$ cat config.mk
export PLATFORM = sky130hd
export DESIGN_NAME = prog_loader
export DESIGN_NICKNAME = d
export VERILOG_FILES = /design/src/rtl/mas16_pkg.sv /design/src/rtl/loader_buf.sv /design/src/rtl/prog_loader.sv
export SDC_FILE = /design/constraint.sdc
export NUM_CORES = 1
export LEC_CHECK = 0
export BUFFER_PORTS_ARGS = -buffer_cell sky130_fd_sc_hd__buf_2
export CAP_MARGIN = 5
export CORE_ASPECT_RATIO = 1.1
export CORE_MARGIN = 1
export CORE_UTILIZATION = 52
export CTS_CLUSTER_SIZE = 10
export DETAILED_ROUTE_END_ITERATION = 8
export GPL_TIMING_DRIVEN = 0
export PLACE_DENSITY = 0.69
export SLEW_MARGIN = 20
export SYNTH_ARGS = -nofsm -noshare
export SYNTH_HDL_FRONTEND = slang
export SYNTH_SLANG_ARGS = --single-unit
$ cat constraint.sdc
create_clock -name clk -period 3.55 [get_ports clk]
set_input_delay 0 -clock clk [delete_from_list [all_inputs] [get_ports clk]]
set_output_delay 0 -clock clk [all_outputs]
set_load 0.02 [all_outputs]
$ cat src/rtl/mas16_pkg.sv
// mas16_pkg: loader FSM state encoding and the default end-of-program word
package mas16_pkg;
  typedef enum logic [2:0] {IDLE, FILL, PRE_RST, BURST, RUN_RST, RUN} state_t;
  localparam logic [15:0] END_INSTR_DEF = 16'hf000;
endpackage

$ cat src/rtl/loader_buf.sv
// loader_buf: DEPTHx16 program store (ports: clk/rstz, write we/waddr/wdata, registered read re/raddr/rdata, rdata is 0 when re is low)
module loader_buf #(
  parameter int DEPTH = 32,
  parameter int AW    = $clog2(DEPTH)
) (
  input  logic          clk,
  input  logic          rstz,
  input  logic          we,
  input  logic [AW-1:0] waddr,
  input  logic [15:0]   wdata,
  input  logic          re,
  input  logic [AW-1:0] raddr,
  output logic [15:0]   rdata
);
  logic [15:0] mem [DEPTH];
  always_ff @(posedge clk)
    if (we) mem[waddr] <= wdata;
  always_ff @(posedge clk or negedge rstz)
    if (!rstz) rdata <= '0;
    else rdata <= re ? mem[raddr] : '0;
endmodule

$ cat src/rtl/prog_loader.sv
// prog_loader: buffers a host program then bursts it into the CPU (ports: clk/rstz, start/abort, host ld_data/ld_valid/ld_ready, CPU pg/pg_instr/cpu_rstz, status busy/done/err/count)
module prog_loader import mas16_pkg::*; #(
  parameter int          MAX_INSTR  = 32,
  parameter int          RST_CYCLES = 2,
  parameter logic [15:0] END_INSTR  = END_INSTR_DEF
) (
  input  logic                       clk,
  input  logic                       rstz,
  input  logic                       start,
  input  logic                       abort,
  input  logic [15:0]                ld_data,
  input  logic                       ld_valid,
  output logic                       ld_ready,
  output logic                       pg,
  output logic [15:0]                pg_instr,
  output logic                       cpu_rstz,
  output logic                       busy,
  output logic                       done,
  output logic                       err,
  output logic [$clog2(MAX_INSTR):0] count
);
  localparam int AW = $clog2(MAX_INSTR);
  localparam int CW = AW + 1;
  localparam int RW = $clog2(RST_CYCLES + 1);
  state_t state, nxt;
  logic [RW-1:0] rcnt;
  logic [AW-1:0] rd_idx, raddr;
  logic [CW-1:0] cnt_n;
  logic acc, full, rst_last, last, we, re, clr;
  always_comb begin
    acc = state == FILL && ld_valid && ld_ready;
    full = state == FILL && count == CW'(MAX_INSTR - 1);
    rst_last = rcnt == RW'(RST_CYCLES - 1);
    last = {1'b0, rd_idx} + CW'(1) == count;
    nxt = abort ? IDLE
        : state == IDLE ? (start ? FILL : IDLE)
        : state == FILL ? ((acc && ld_data == END_INSTR) || full ? PRE_RST : FILL)
        : state == PRE_RST ? (rst_last ? BURST : PRE_RST)
        : state == BURST ? (last ? RUN_RST : BURST)
        : state == RUN_RST ? (rst_last ? RUN : RUN_RST)
        : start ? FILL : RUN;
    we = !abort && (acc || full);
    clr = nxt == FILL && state != FILL;
    cnt_n = clr ? '0 : we ? count + CW'(1) : count;
    re = nxt == BURST;
    raddr = state == BURST ? rd_idx + AW'(1) : '0;
  end
  loader_buf #(.DEPTH(MAX_INSTR), .AW(AW)) u_buf (
    .clk(clk), .rstz(rstz), .we(we), .waddr(count[AW-1:0]),
    .wdata(full ? END_INSTR : ld_data), .re(re), .raddr(raddr), .rdata(pg_instr)
  );
  always_ff @(posedge clk or negedge rstz)
    if (!rstz) begin
      state <= IDLE;
      rcnt <= '0;
      rd_idx <= '0;
      count <= '0;
      err <= 1'b0;
      ld_ready <= 1'b0;
      pg <= 1'b1;
      cpu_rstz <= 1'b0;
      busy <= 1'b0;
      done <= 1'b0;
    end else begin
      state <= nxt;
      rcnt <= nxt == state && (state == PRE_RST || state == RUN_RST) ? rcnt + RW'(1) : '0;
      rd_idx <= state == BURST ? rd_idx + AW'(1) : '0;
      count <= cnt_n;
      err <= clr ? 1'b0 : err | (full && !abort);
      ld_ready <= nxt == FILL && cnt_n < CW'(MAX_INSTR - 1);
      pg <= !(nxt == RUN_RST || nxt == RUN);
      cpu_rstz <= !(nxt == PRE_RST || nxt == RUN_RST);
      busy <= !(nxt == IDLE || nxt == RUN);
      done <= nxt == RUN;
    end
endmodule

### Word level (Yosys, flattened, before mapping)

Memory sizes are Yosys's and may differ from the RTL's.
Cells that the tools add are included.

* $add $sub $neg: 4
* magnitude comparators: 1
* equality and inequality tests: 15
* multiplexer cells: 21
* bitwise logic cells: 1
* reduce and logical (&&, ||, !) cells: 21

Operator list (count)
* $mux 16: 2
* $mux 3: 8
* $eq 16x16->1 const B: 1
* $eq 3x2->1 const B: 4
* $mux 6: 2
* $eq 3x3->1 const B: 3
* $logic_and 1x1->1: 9
* $add 5x1->6 const B: 1
* $add 6x1->6 const B: 1
* $eq 3x1->1 const B: 2
* $eq 6x5->1 const B: 1
* $eq 6x6->1: 1
* $logic_not 3->1: 2
* $logic_or 1x1->1: 6
* $lt 6x5->1 const B: 1
* $mux 1: 6
* $add 5x1->5 const B: 1
* $mux 5: 1
* $logic_not 1->1: 4
* $mux 2: 2
* $eq 3x3->1: 1
* $ne 3x1->1 const B: 1
* $add 2x1->2 const B: 1
* $eq 2x1->1 const B: 1
* $or 1x1->1: 1

* bits in registers: 38
* RAM bits: 512
* output and inout port bits: 28
* logic and storage cells: 75
* memories kept: 1

Memories
* u_buf.mem: words 32, bits a word 16, read ports 1, clocked after Yosys merged registers in 0, write ports 1, RTL line loader_buf.sv:15 `logic [15:0] mem [DEPTH];`

### Longest topological paths before layout

Gate-level depths: netlist of run 1.

* depth in word-level cells: 14
* mapped depth: 10
* mapped depth without buffers: 8

### By module

A second synthesis of run 1 with hierarchy kept.

* cell total of the unflattened synthesis: 1049
* area total of the unflattened synthesis: 21718.3 um^2

Modules (own cells, without submodules)
* loader_buf: instances 1, cells each 891, area an instance 20253.2 um^2, seq. area each 15775.1 um^2
* prog_loader: instances 1, cells each 158, area an instance 1465.2 um^2, seq. area each 551.8 um^2

### Worst setup path after synthesis of run 1

No wires, ideal clock.

* kind: reg-to-reg
* start point: register state[2]
* end point: memory u_buf.mem[14][0] (enable)
* library setup time: 0.409 ns
* data arrival time: 2.861 ns
* required time: 3.141 ns
* setup slack: 0.279 ns
* cell stages (with the launch flop): 7
* buffers on the path: 1
* cells stage by stage: dfrtp_1 buf_2 nor4b_2 nand3_1 a21oi_2 nand2_1 nor3_1

* word-level cells in the longest chain between the ends: 7
* elaborated cells on any way between the ends: 8
* those cells by class: 1 x eq/ne; 2 x mux; 5 x reduce/logical

Ends and longest elaborated chain
* start, declared: RTL line prog_loader.sv:25 `state_t state, nxt;`
* start signal, assigned: RTL line prog_loader.sv:65 `state <= nxt;`
* $eq 3x1->1 (*): RTL line prog_loader.sv:31, prog_loader.sv:32
* $logic_and 1x1->1 (2 in a row): RTL line prog_loader.sv:31 `acc = state == FILL && ld_valid && ld_ready;`
* $logic_or 1x1->1 (*): RTL line prog_loader.sv:42 `we = !abort && (acc || full);`
* $logic_and 1x1->1 (*): RTL line prog_loader.sv:42
* $mux 1 (*): RTL line loader_buf.sv:17 `if (we) mem[waddr] <= wdata;`
* $mux 1 (not written as such) (*): RTL line loader_buf.sv:17
* end, declared: RTL line loader_buf.sv:15

Every way passes the cells marked *; elsewhere a longest branch is shown, timed or not.

### Worst setup path after layout of run 1

* start point: register rd_idx[0]
* end point: register u_buf.rdata[10]

* word-level cells in the longest chain between the ends: 10
* elaborated cells on any way between the ends: 13
* those cells by class: 2 x add/sub; 2 x eq/ne; 8 x mux; 1 x memory

Ends and longest elaborated chain
* start, declared: RTL line prog_loader.sv:27 `logic [AW-1:0] rd_idx, raddr;`
* start signal, assigned: RTL line prog_loader.sv:67 `rd_idx <= state == BURST ? rd_idx + AW'(1) : '0;`
* $add 5x1->6: RTL line prog_loader.sv:34 `last = {1'b0, rd_idx} + CW'(1) == count;`
* $eq 6x6->1: RTL line prog_loader.sv:34
* $mux 3 (2 in a row): RTL line prog_loader.sv:39 `: state == BURST ? (last ? RUN_RST : BURST)`
* $mux 3: RTL line prog_loader.sv:38 `: state == PRE_RST ? (rst_last ? BURST : PRE_RST)`
* $mux 3: RTL line prog_loader.sv:37 `: state == FILL ? ((acc && ld_data == END_INSTR) || full ? PRE_RST : FILL)`
* $mux 3: RTL line prog_loader.sv:36 `: state == IDLE ? (start ? FILL : IDLE)`
* $mux 3: RTL line prog_loader.sv:35 `nxt = abort ? IDLE`
* $eq 3x2->1: RTL line prog_loader.sv:45 `re = nxt == BURST;`
* $mux 16 (*): RTL line loader_buf.sv:20 `else rdata <= re ? mem[raddr] : '0;`
* end signal, assigned: RTL line loader_buf.sv:20
* end, declared: RTL line loader_buf.sv:13 `output logic [15:0] rdata`

Marks and branches as above.

==> metrics.cfg, run 1 <==
[grt]
grt_start_max_net_pins=39
global_route.overflow_total=0
first_global_vias=13700
grt_pass1_wl_mm=87.3
grt_usage=0.267
initial_antenna_violation_count=0

[clock_network]
tritoncts=built
clkSinkCount=550
cts-buffers-inserted=60
maximum_buffer_depth_of_the_clock_tree=3
clock_insertion_delay_at_the_later_pin_of_the_skew_report_ps=610
cts-htree-levels=2
cts_root_cell=sky130_fd_sc_hd__clkbuf_16
clk_transition_reported_paths_ps=60

[sta]
relSlewSlack=0.344
timing_hold_violations_final=0
finalMaxSlewViolations=0
final.hold.worst_slack_ps=32.4
setup_viol=0
layout_min_cycle_time_ps=3480
rsz0062_at_grt=false
max_slew.worst_pin.slew_ps=983
finClkSkew_ps=27.0
max_freq_ghz=0.287
final_min_period_over_clock_period=0.980

[hold_path]
holdCritPathClass=input port to flop
hold_path_depth=6
holdCritStartpoint=ld_data[6]
worst_hold_path.endpoint=cpu_rstz

[critical_path]
rrSetupSlack_ps=70
sequence_of_cells_on_the_critical_path=ha_1, xor2_2, nand2_1, clkbuf_1, clkbuf_2, a221o_1, o211ai_1, nand2_1, nor4_2
critical_path.slowest_cell=sky130_fd_sc_hd__xor2_2
critPathLaunch=rd_idx[0]
critPathArrivalTime_ps=3960
timing.critical_path.to_type=flop
reg2reg_to=u_buf.rdata[10]
rr_startpoint=rd_idx[0]
worstSetupPathType=flop to flop
timing.critical_path.fanout_max=10
critPathMostFrequentCell=sky130_fd_sc_hd__nand2_1
cp_launch_type=flop
largest_stage_delay_on_the_critical_path_ps=500
critical_path_required_ps=4020
worstRegToRegCells=9

[placed_design]
gp_congestion=0.910
post-dp-hpwl_mm=39.2
postPlaceCellArea_um2=24300
dpl.cell_count=2090
placement.io_buffers=47

[synthesis]
flip_flop_cell_with_the_highest_count_after_synthesis=sky130_fd_sc_hd__edfxtp_1
synth.net_count=1465
synth_top_cell_area_share=0.674
synthesis.instances=1438
synthArstFlopShare=0.0691
syn_avg_cell_area_um2=15.9
synth_warnings=0
synth_area_um2=22800
synth_cell_type_count=63
netlist.top_cell.by_area=sky130_fd_sc_hd__edfxtp_1
seq_area_frac_synth=0.716
edff_count_synth=512
synth.area.top_cells=sky130_fd_sc_hd__edfxtp_1 (67%), sky130_fd_sc_hd__mux2i_1 (7.5%), sky130_fd_sc_hd__dfrtp_1 (4.1%)
synth-seq-cells=550

[detailed_routing]
drtAntennaViolNets=0
post-route-drc-count=0
wl_mm=59.0
drt_first_pass_iters=7
route.detailed.vias_per_inst=6.21
num_vias=13600
routed_wire_length_per_instance_um=26.8
first_iter_violations=1523

[cells_and_area]
fin_area_um2=26200
final_nets=1613
fin_cells=2199
antenna_cells_inserted=0
final_cell_mix=sky130_fd_sc_hd__edfxtp_1 (512), sky130_fd_sc_hd__mux2i_1 (172), sky130_fd_sc_hd__a21oi_1 (103)
area_growth_syn_to_layout_pct=14.8
layout-drive-gt1-share=0.176
layout_commonest_cell=sky130_fd_sc_hd__edfxtp_1

[die]
rows=80
ios=49
die_h_um=222
floorplan.initialDensity=0.526
design.core.area_um2=43300
die_area_um2=44700
fp.dieW_um=202

[power_and_ir_drop]
worst_ir_drop_vdd_mv=0.538
power-per-cell-area_nw_per_um2=489
power_leakage_nw=8.12

[status]
run_status=complete, no violations

[flow_run]
drv.max_cap_violation_count=0

[critical path, delay by kind of cell (launching register included)]
| kind | cells | cell delay, ps |
|---|---|---|
| AO/OA/AOI/OAI | 2 | 530 |
| XOR/XNOR | 1 | 500 |
| adder cells (fa/ha/maj) | 1 | 320 |
| buffers and inverters | 2 | 810 |
| flip-flops | 1 | 440 |
| AND/OR/NAND/NOR | 3 | 750 |
[registers in the layout (all words and copies together) (netlist names), 2 cells and up]
register     cells
rcnt             2
u_buf.mem      512
count            6
state            3
u_buf.rdata     16
rd_idx           5
[cell families (layout without fill, tap and decap cells)]
| logic type | after synthesis | in the layout | synth area share |
|---|---|---|---|
| adder cells (fa/ha/maj) | 6 | 6 | 0.00329 |
| flip-flops | 550 | 550 | 0.716 |
| multiplexers | 197 | 197 | 0.0952 |
| AND/OR/NAND/NOR | 264 | 264 | 0.0702 |
| buffers and inverters | 125 | 312 | 0.0243 |
| XOR/XNOR | 17 | 17 | 0.00719 |
| AO/OA/AOI/OAI | 279 | 279 | 0.0839 |
[Yosys cell counts (2+ instances only)]
master / instances
sky130_fd_sc_hd__a211oi_1: 46
sky130_fd_sc_hd__a21boi_0: 2
sky130_fd_sc_hd__a21oi_1: 103
sky130_fd_sc_hd__a21oi_2: 2
sky130_fd_sc_hd__a221o_1: 29
sky130_fd_sc_hd__a221oi_1: 34
sky130_fd_sc_hd__and2_1: 12
sky130_fd_sc_hd__and3_1: 4
sky130_fd_sc_hd__buf_1: 11
sky130_fd_sc_hd__buf_2: 25
sky130_fd_sc_hd__buf_4: 8
sky130_fd_sc_hd__buf_6: 3
sky130_fd_sc_hd__clkbuf_1: 53
sky130_fd_sc_hd__dfrtp_1: 37
sky130_fd_sc_hd__edfxtp_1: 512
sky130_fd_sc_hd__ha_1: 6
sky130_fd_sc_hd__inv_1: 24
sky130_fd_sc_hd__mux2_2: 9
sky130_fd_sc_hd__mux2i_1: 172
sky130_fd_sc_hd__mux4_2: 15
sky130_fd_sc_hd__nand2_1: 32
sky130_fd_sc_hd__nand2_2: 2
sky130_fd_sc_hd__nand2b_1: 50
sky130_fd_sc_hd__nand3_1: 9
sky130_fd_sc_hd__nand3b_1: 5
sky130_fd_sc_hd__nand4_1: 2
sky130_fd_sc_hd__nor2_1: 44
sky130_fd_sc_hd__nor3_1: 20
sky130_fd_sc_hd__nor3b_1: 19
sky130_fd_sc_hd__nor4_1: 4
sky130_fd_sc_hd__nor4_2: 16
sky130_fd_sc_hd__o211ai_1: 29
sky130_fd_sc_hd__o21ai_0: 20
sky130_fd_sc_hd__o21ai_1: 3
sky130_fd_sc_hd__or3_1: 32
sky130_fd_sc_hd__or3b_2: 2
sky130_fd_sc_hd__or4_1: 3
sky130_fd_sc_hd__xnor2_1: 11
sky130_fd_sc_hd__xor2_1: 4
[final cells by class]
cell class,count,area (µm²)
multi-input cells,763,6130
flip-flops and latches,550,16300
well taps,574,718
inverters,24,90.1
repair buffers,86,781
clock inverters,2,25.0
fillers,3169,17200
clock buffers,99,1650
plain buffers,101,467
[metrics by stage]
stage	TNS, ps	utilization	setup WS [ps]	power [W]
floorplan	0	-	279	0.00732
global placement	-108010	0.548	-934	0.00743
detailed placement	-180	0.562	-20.0	0.00746
CTS	-12.2	0.602	-2.51	0.0128
global route	0	0.604	30.8	0.0131
finish	0	0.604	69.7	0.0128
[report_power, final]
part           total (W)  internal (W)  switching [W]
Sequential       0.00710       0.00709     0.00000477
Clock            0.00546       0.00312        0.00234
Combinational   0.000246     0.0000647       0.000181
[metal layers]
metal  track usage  vias up  part of all wire
met4         0.136        0             0.051
li1              -     5975                 -
met1         0.369     6839              0.40
met2         0.413      681              0.47
met3        0.0445      151             0.086
met5             0        -                 0
[worst max-delay path by stage]
stage                        end  slack (ps)
2_1_floorplan   u_buf.mem[14][0]         280
3_3_place_gp    u_buf.mem[14][0]        -930
3_5_place_dp    u_buf.mem[13][2]         -20
4_1_cts        u_buf.mem[12][13]          -3
5_1_grt           u_buf.rdata[8]          30
6_report         u_buf.rdata[10]          70
[repair_timing]
action / 4_1_cts / 5_1_grt
hold endpoints to repair: 56 / 0
resized for setup: 2 / 19
hold buffers: 8 / 0
setup endpoints to repair: 17 / 236
buffers inserted: 0 / 0
(Power assumes the default switching activity.)
==> run 2, diff against run 1 <==
--- a/config.mk
+++ b/config.mk
@@ -7,13 +7,16 @@
 export LEC_CHECK = 0
 export BUFFER_PORTS_ARGS = -buffer_cell sky130_fd_sc_hd__buf_2
 export CAP_MARGIN = 5
+export CELL_PAD_IN_SITES_DETAIL_PLACEMENT = 0
+export CELL_PAD_IN_SITES_GLOBAL_PLACEMENT = 1
 export CORE_ASPECT_RATIO = 1.1
 export CORE_MARGIN = 1
 export CORE_UTILIZATION = 52
+export CTS_CLUSTER_DIAMETER = 120
 export CTS_CLUSTER_SIZE = 10
 export DETAILED_ROUTE_END_ITERATION = 8
 export GPL_TIMING_DRIVEN = 0
-export PLACE_DENSITY = 0.69
+export PLACE_DENSITY = 0.78
 export SLEW_MARGIN = 20
 export SYNTH_ARGS = -nofsm -noshare
 export SYNTH_HDL_FRONTEND = slang
==> metrics.cfg, run 2 (synthesized netlist as in run 1, its figures left out) <==
[cells_and_area]
final_nets=1617
largest_reg_flops=512
top_register=u_buf.mem
ff_latch_area_um2=16300
area_of_the_multi_input_gates_um2=6130
final_cell_mix=sky130_fd_sc_hd__edfxtp_1 (512), sky130_fd_sc_hd__mux2i_1 (172), sky130_fd_sc_hd__a21oi_1 (103)
reg.largest.list=u_buf.mem x512, u_buf.rdata x16, count x6
layout.filler_cells=3257
area_growth_syn_to_layout_pct=15.0
final_core_util=0.605
layout_commonest_cell=sky130_fd_sc_hd__edfxtp_1
layout-drive-gt1-share=0.174

[detailed_routing]
wl_mm=59.8
top_layer=met4
route.detailed.vias_per_inst=6.13
met3RoutedLength_mm=3.95
drtAntennaViolNets=0
drt_first_pass_iters=5
num_vias=13500
routed_wire_length_per_instance_um=27.1
detail_route.wirelength.met1_mm=24.9
post-route-drc-count=0
route.met2.wl_mm=28.7
first_iter_violations=1261

[clock_network]
tritoncts=built
cts-buffers-inserted=60
maximum_buffer_depth_of_the_clock_tree=3
cts_root_cell=sky130_fd_sc_hd__clkbuf_16
clk_transition_reported_paths_ps=60
cts-htree-levels=2
clkSinkCount=550
clock_insertion_delay_at_the_later_pin_of_the_skew_report_ps=610

[sta]
fin_ws_ps=79.5
max_freq_ghz=0.288
finalMaxSlewViolations=0
final_min_period_over_clock_period=0.978
timing_hold_violations_final=0
max_slew.worst_pin.slew_ps=958
rsz0062_at_grt=true
layout_min_cycle_time_ps=3470
relSlewSlack=0.361
finClkSkew_ps=24.7
setup_viol=0
setup_tns_ps=0

[critical_path]
rr_startpoint=state[2]
critPathLaunch=state[2]
critical_path_required_ps=3770
timing.critical_path.fanout_max=16
cp_launch_type=flop
reg2reg_to=u_buf.mem[26][0]
timing.critical_path.to_type=flop
critPathArrivalTime_ps=3690
worstSetupEndpoint=u_buf.mem[26][0]
rrSetupSlack_ps=80
worstRegToRegCells=6
worstSetupPathType=flop to flop

[placed_design]
preCtsSetupSlack_ps=-121
placement.io_buffers=47
gp_congestion=0.883
post-dp-hpwl_mm=39.8

[die]
ios=49
floorplan.initialDensity=0.526
rows=80
design.core.area_um2=43300
fp.dieW_um=202
die_area_um2=44700
die_h_um=222

[grt]
first_global_vias=13500
grt_usage=0.271
initial_antenna_violation_count=1
grt_pass1_wl_mm=88.5
global_route.overflow_total=0
grt_start_max_net_pins=39

[hold_path]
holdCritPathClass=input port to flop

[power_and_ir_drop]
power-per-cell-area_nw_per_um2=491
worst_ir_drop_vdd_mv=0.472
power_leakage_nw=8.14

[flow_run]
drv.max_cap_violation_count=0

[status]
run_status=complete, no violations

[run 2: power by group]
| part | leakage (nW) | internal, W | switching, W | total (W) |
|---|---|---|---|---|
| clock | 0.807 | 0.00316 | 0.00238 | 0.00554 |
| sequential | 5.12 | 0.00709 | 0.00000489 | 0.00710 |
| combinational | 2.22 | 0.0000667 | 0.000182 | 0.000248 |
| total | 8.14 | 0.0103 | 0.00256 | 0.0129 |
[run 2: worst min-delay path by stage]
stage                     startpoint              end  slack, ps  cells past startpoint
after detailed placement        rstz          rcnt[1]        190                      1
after global placement          rstz          rcnt[1]        190                      1
after floorplan                 rstz             busy       -300                      0
after global routing      ld_data[1]  u_buf.mem[9][1]         20                      2
after CTS                 ld_data[1]  u_buf.mem[9][1]          3                      2
final                     ld_data[1]  u_buf.mem[9][1]         30                      2
[run 2: worst max-delay path, stage by stage (launching register included)]
cell	delay [ps]
sky130_fd_sc_hd__dfrtp_1	390
sky130_fd_sc_hd__buf_2	190
sky130_fd_sc_hd__nor4b_2	350
sky130_fd_sc_hd__nand3_1	430
sky130_fd_sc_hd__a21oi_4	420
sky130_fd_sc_hd__nand2_1	420
sky130_fd_sc_hd__nor2_2	850
[run 2: cell type report]
class / instances / area share
clock buffers: 100 / 0.0638
clock inverters: 2 / 0.000668
well taps: 574 / 0.0274
plain buffers: 101 / 0.0177
repair buffers: 90 / 0.0311
multi-input cells: 763 / 0.233
inverters: 24 / 0.00343
diodes: 1 / 0.0000954
flip-flops and latches: 550 / 0.622
[run 2: through the flow]
step                hold WS (ps)  std cells  power (W)  instance area [µm²]
detailed placement           192       2088    0.00747                24300
global route                18.5       2204     0.0132                26200
finish                      26.8       2205     0.0129                26200
global placement             187       2059    0.00743                23800
CTS                         2.85       2203     0.0129                26100
floorplan                   -296       1438    0.00732                22800
[run 2: routing by layer]
| metal | track usage | up-vias |
|---|---|---|
| met5 | 0 | - |
| met4 | 0.104 | 0 |
| met3 | 0.0315 | 114 |
| met2 | 0.439 | 557 |
| met1 | 0.377 | 6852 |
| li1 | - | 5996 |
[run 2: repair_timing]
item / in CTS / in global routing
endpoints found under the hold margin: 104 / 0
pin swaps: 0 / 1
setup endpoints to repair: 4 / 333
resized for setup: 1 / 14
setup buffers: 0 / 1
hold buffers: 13 / 0
==> run 3, diff against run 2 <==
--- a/config.mk
+++ b/config.mk
@@ -17,6 +17,7 @@
 export DETAILED_ROUTE_END_ITERATION = 8
 export GPL_TIMING_DRIVEN = 0
 export PLACE_DENSITY = 0.78
+export SETUP_SLACK_MARGIN = 0.1
 export SLEW_MARGIN = 20
 export SYNTH_ARGS = -nofsm -noshare
 export SYNTH_HDL_FRONTEND = slang
==> metrics.cfg, run 3 (synthesized netlist as in run 1, its figures left out) <==
[sta]
timing_hold_violations_final=0
max_freq_ghz=0.301
fin_ws_ps=227
finalMaxSlewViolations=0
setup_viol=0
rsz0062_at_grt=true
finClkSkew_ps=28.1
max_slew.worst_pin.slew_ps=974
relSlewSlack=0.350
layout_min_cycle_time_ps=3320
final_min_period_over_clock_period=0.936
setup_tns_ps=0

[die]
ios=49
rows=80
design.core.area_um2=43300
die_h_um=222
die_area_um2=44700
fp.dieW_um=202
floorplan.initialDensity=0.526

[grt]
grt_pass1_wl_mm=88.5
first_global_vias=13500
initial_antenna_violation_count=1
grt_start_max_net_pins=39
global_route.overflow_total=0
grt_usage=0.271

[critical_path]
worstSetupPathType=flop to flop
critPathArrivalTime_ps=3630
timing.critical_path.to_type=flop
cp_launch_type=flop
sequence_of_cells_on_the_critical_path=buf_2, nor4b_2, nand3_1, a21oi_4, nand2_2, nor2_2, buf_6
critPathTopFamily=simple AND/OR/NAND/NOR gates
critical_path.slowest_cell=sky130_fd_sc_hd__nor2_2
critical_path_required_ps=3850
largest_stage_delay_on_the_critical_path_ps=620
worstPathBufferInverterCount=2
timing.critical_path.fanout_max=10

[power_and_ir_drop]
power.share.sequential=0.550
power_leakage_nw=8.15
worst_ir_drop_vdd_mv=0.470
p_sw_frac=0.200
clockPowerShare=0.430
power-per-cell-area_nw_per_um2=491
intPower_w=0.0103
share_comb_of_total_power=0.019
netSwitchingPower_w=0.00258

[cells_and_area]
layout-drive-gt1-share=0.177
layout_commonest_cell=sky130_fd_sc_hd__edfxtp_1
final_cell_mix=sky130_fd_sc_hd__edfxtp_1 (512), sky130_fd_sc_hd__mux2i_1 (172), sky130_fd_sc_hd__a21oi_1 (103)
largest_reg_flops=512
top_register=u_buf.mem
reg.largest.list=u_buf.mem x512, u_buf.rdata x16, count x6
final_nets=1616
area_growth_syn_to_layout_pct=15.2

[clock_network]
tritoncts=built
cts_root_cell=sky130_fd_sc_hd__clkbuf_16
cts.repair_timing.setup_buffer_count=0
clock_insertion_delay_at_the_later_pin_of_the_skew_report_ps=610
cts-buffers-inserted=60
clk_transition_reported_paths_ps=60
clkSinkCount=550
maximum_buffer_depth_of_the_clock_tree=3
cts-htree-levels=2

[detailed_routing]
post-route-drc-count=0
routed_wire_length_per_instance_um=27.1
wl_mm=59.8
drt_first_pass_iters=5
drtAntennaViolNets=0
first_iter_violations=1209
num_vias=13500
route.detailed.vias_per_inst=6.11

[hold_path]
holdCritPathClass=input port to flop

[placed_design]
preCtsSetupSlack_ps=-121
placement.io_buffers=47
gp_congestion=0.883
post-dp-hpwl_mm=39.8

[flow_run]
drv.max_cap_violation_count=0

[status]
run_status=complete, no violations

-- run 3: final cells by class --
class	count	area (µm²)
Fill cell	3246	17100
Sequential cell	550	16300
Multi-Input combinational cell	763	6170
Clock buffer	100	1670
Timing Repair Buffer	89	797
Tap cell	574	718
Buffer	101	468
Inverter	24	90.1
Clock inverter	2	17.5
Antenna cell	1	2.50
-- run 3: timing repair --
action                     CTS  global route
hold buffers                13             0
hold endpoints to repair   104             0
gates resized for setup      3            26
pin swaps                    0             0
setup endpoints to repair  151           432
-- run 3: worst paths after layout --
kind | from | endpoint | slack (ps) | cells past startpoint
worst max-delay path | state[2] | u_buf.mem[31][9] | 230 | 7
worst min-delay path | ld_data[1] | u_buf.mem[9][1] | 30 | 2
worst max register to register | state[2] | u_buf.mem[31][9] | 230 | 7
worst min register to register | rcnt[0] | rcnt[0] | 450 | 1
max in group asynchronous | rstz | u_buf.rdata[15] | 2830 | 2
min in group asynchronous | rstz | cpu_rstz | 80 | 2
-- run 3: through the flow --
| step | cell area, µm² | hold slack, ps | utilization | cells | total power (W) |
|---|---|---|---|---|---|
| after floorplan | 22800 | -296 | - | 1438 | 0.00732 |
| after global placement | 23800 | 187 | 0.548 | 2059 | 0.00743 |
| after detailed placement | 24300 | 192 | 0.561 | 2088 | 0.00747 |
| after CTS | 26100 | 2.85 | 0.603 | 2203 | 0.0129 |
| after global routing | 26300 | 18.5 | 0.606 | 2203 | 0.0132 |
| final | 26300 | 30.8 | 0.606 | 2204 | 0.0129 |
-- run 3: routing by layer --
layer	routed length, µm	track usage	vias to the layer above
li1	-	-	5993
met3	3610	0.0315	115
met1	25200	0.377	6845
met2	28700	0.439	520
met4	2280	0.104	0
met5	0	0	-
-- run 3: power groups by stage --
stage	Clock (W)	Sequential [W]	Combinational [W]
floorplan	0	0.00723	0.0000833
global route	0.00582	0.00709	0.000262
global placement	0	0.00724	0.000192
detailed placement	0	0.00723	0.000236
finish	0.00555	0.00710	0.000250
CTS	0.00559	0.00710	0.000246
-- run 3: worst register-to-register path: cells and delay by family (launching register included) --
kind	cells	cell delay, ps
and+or+nand+nor	4	1730
AOI/OAI and AO/OA	1	460
buffers and inverters	2	430
DFF	1	390
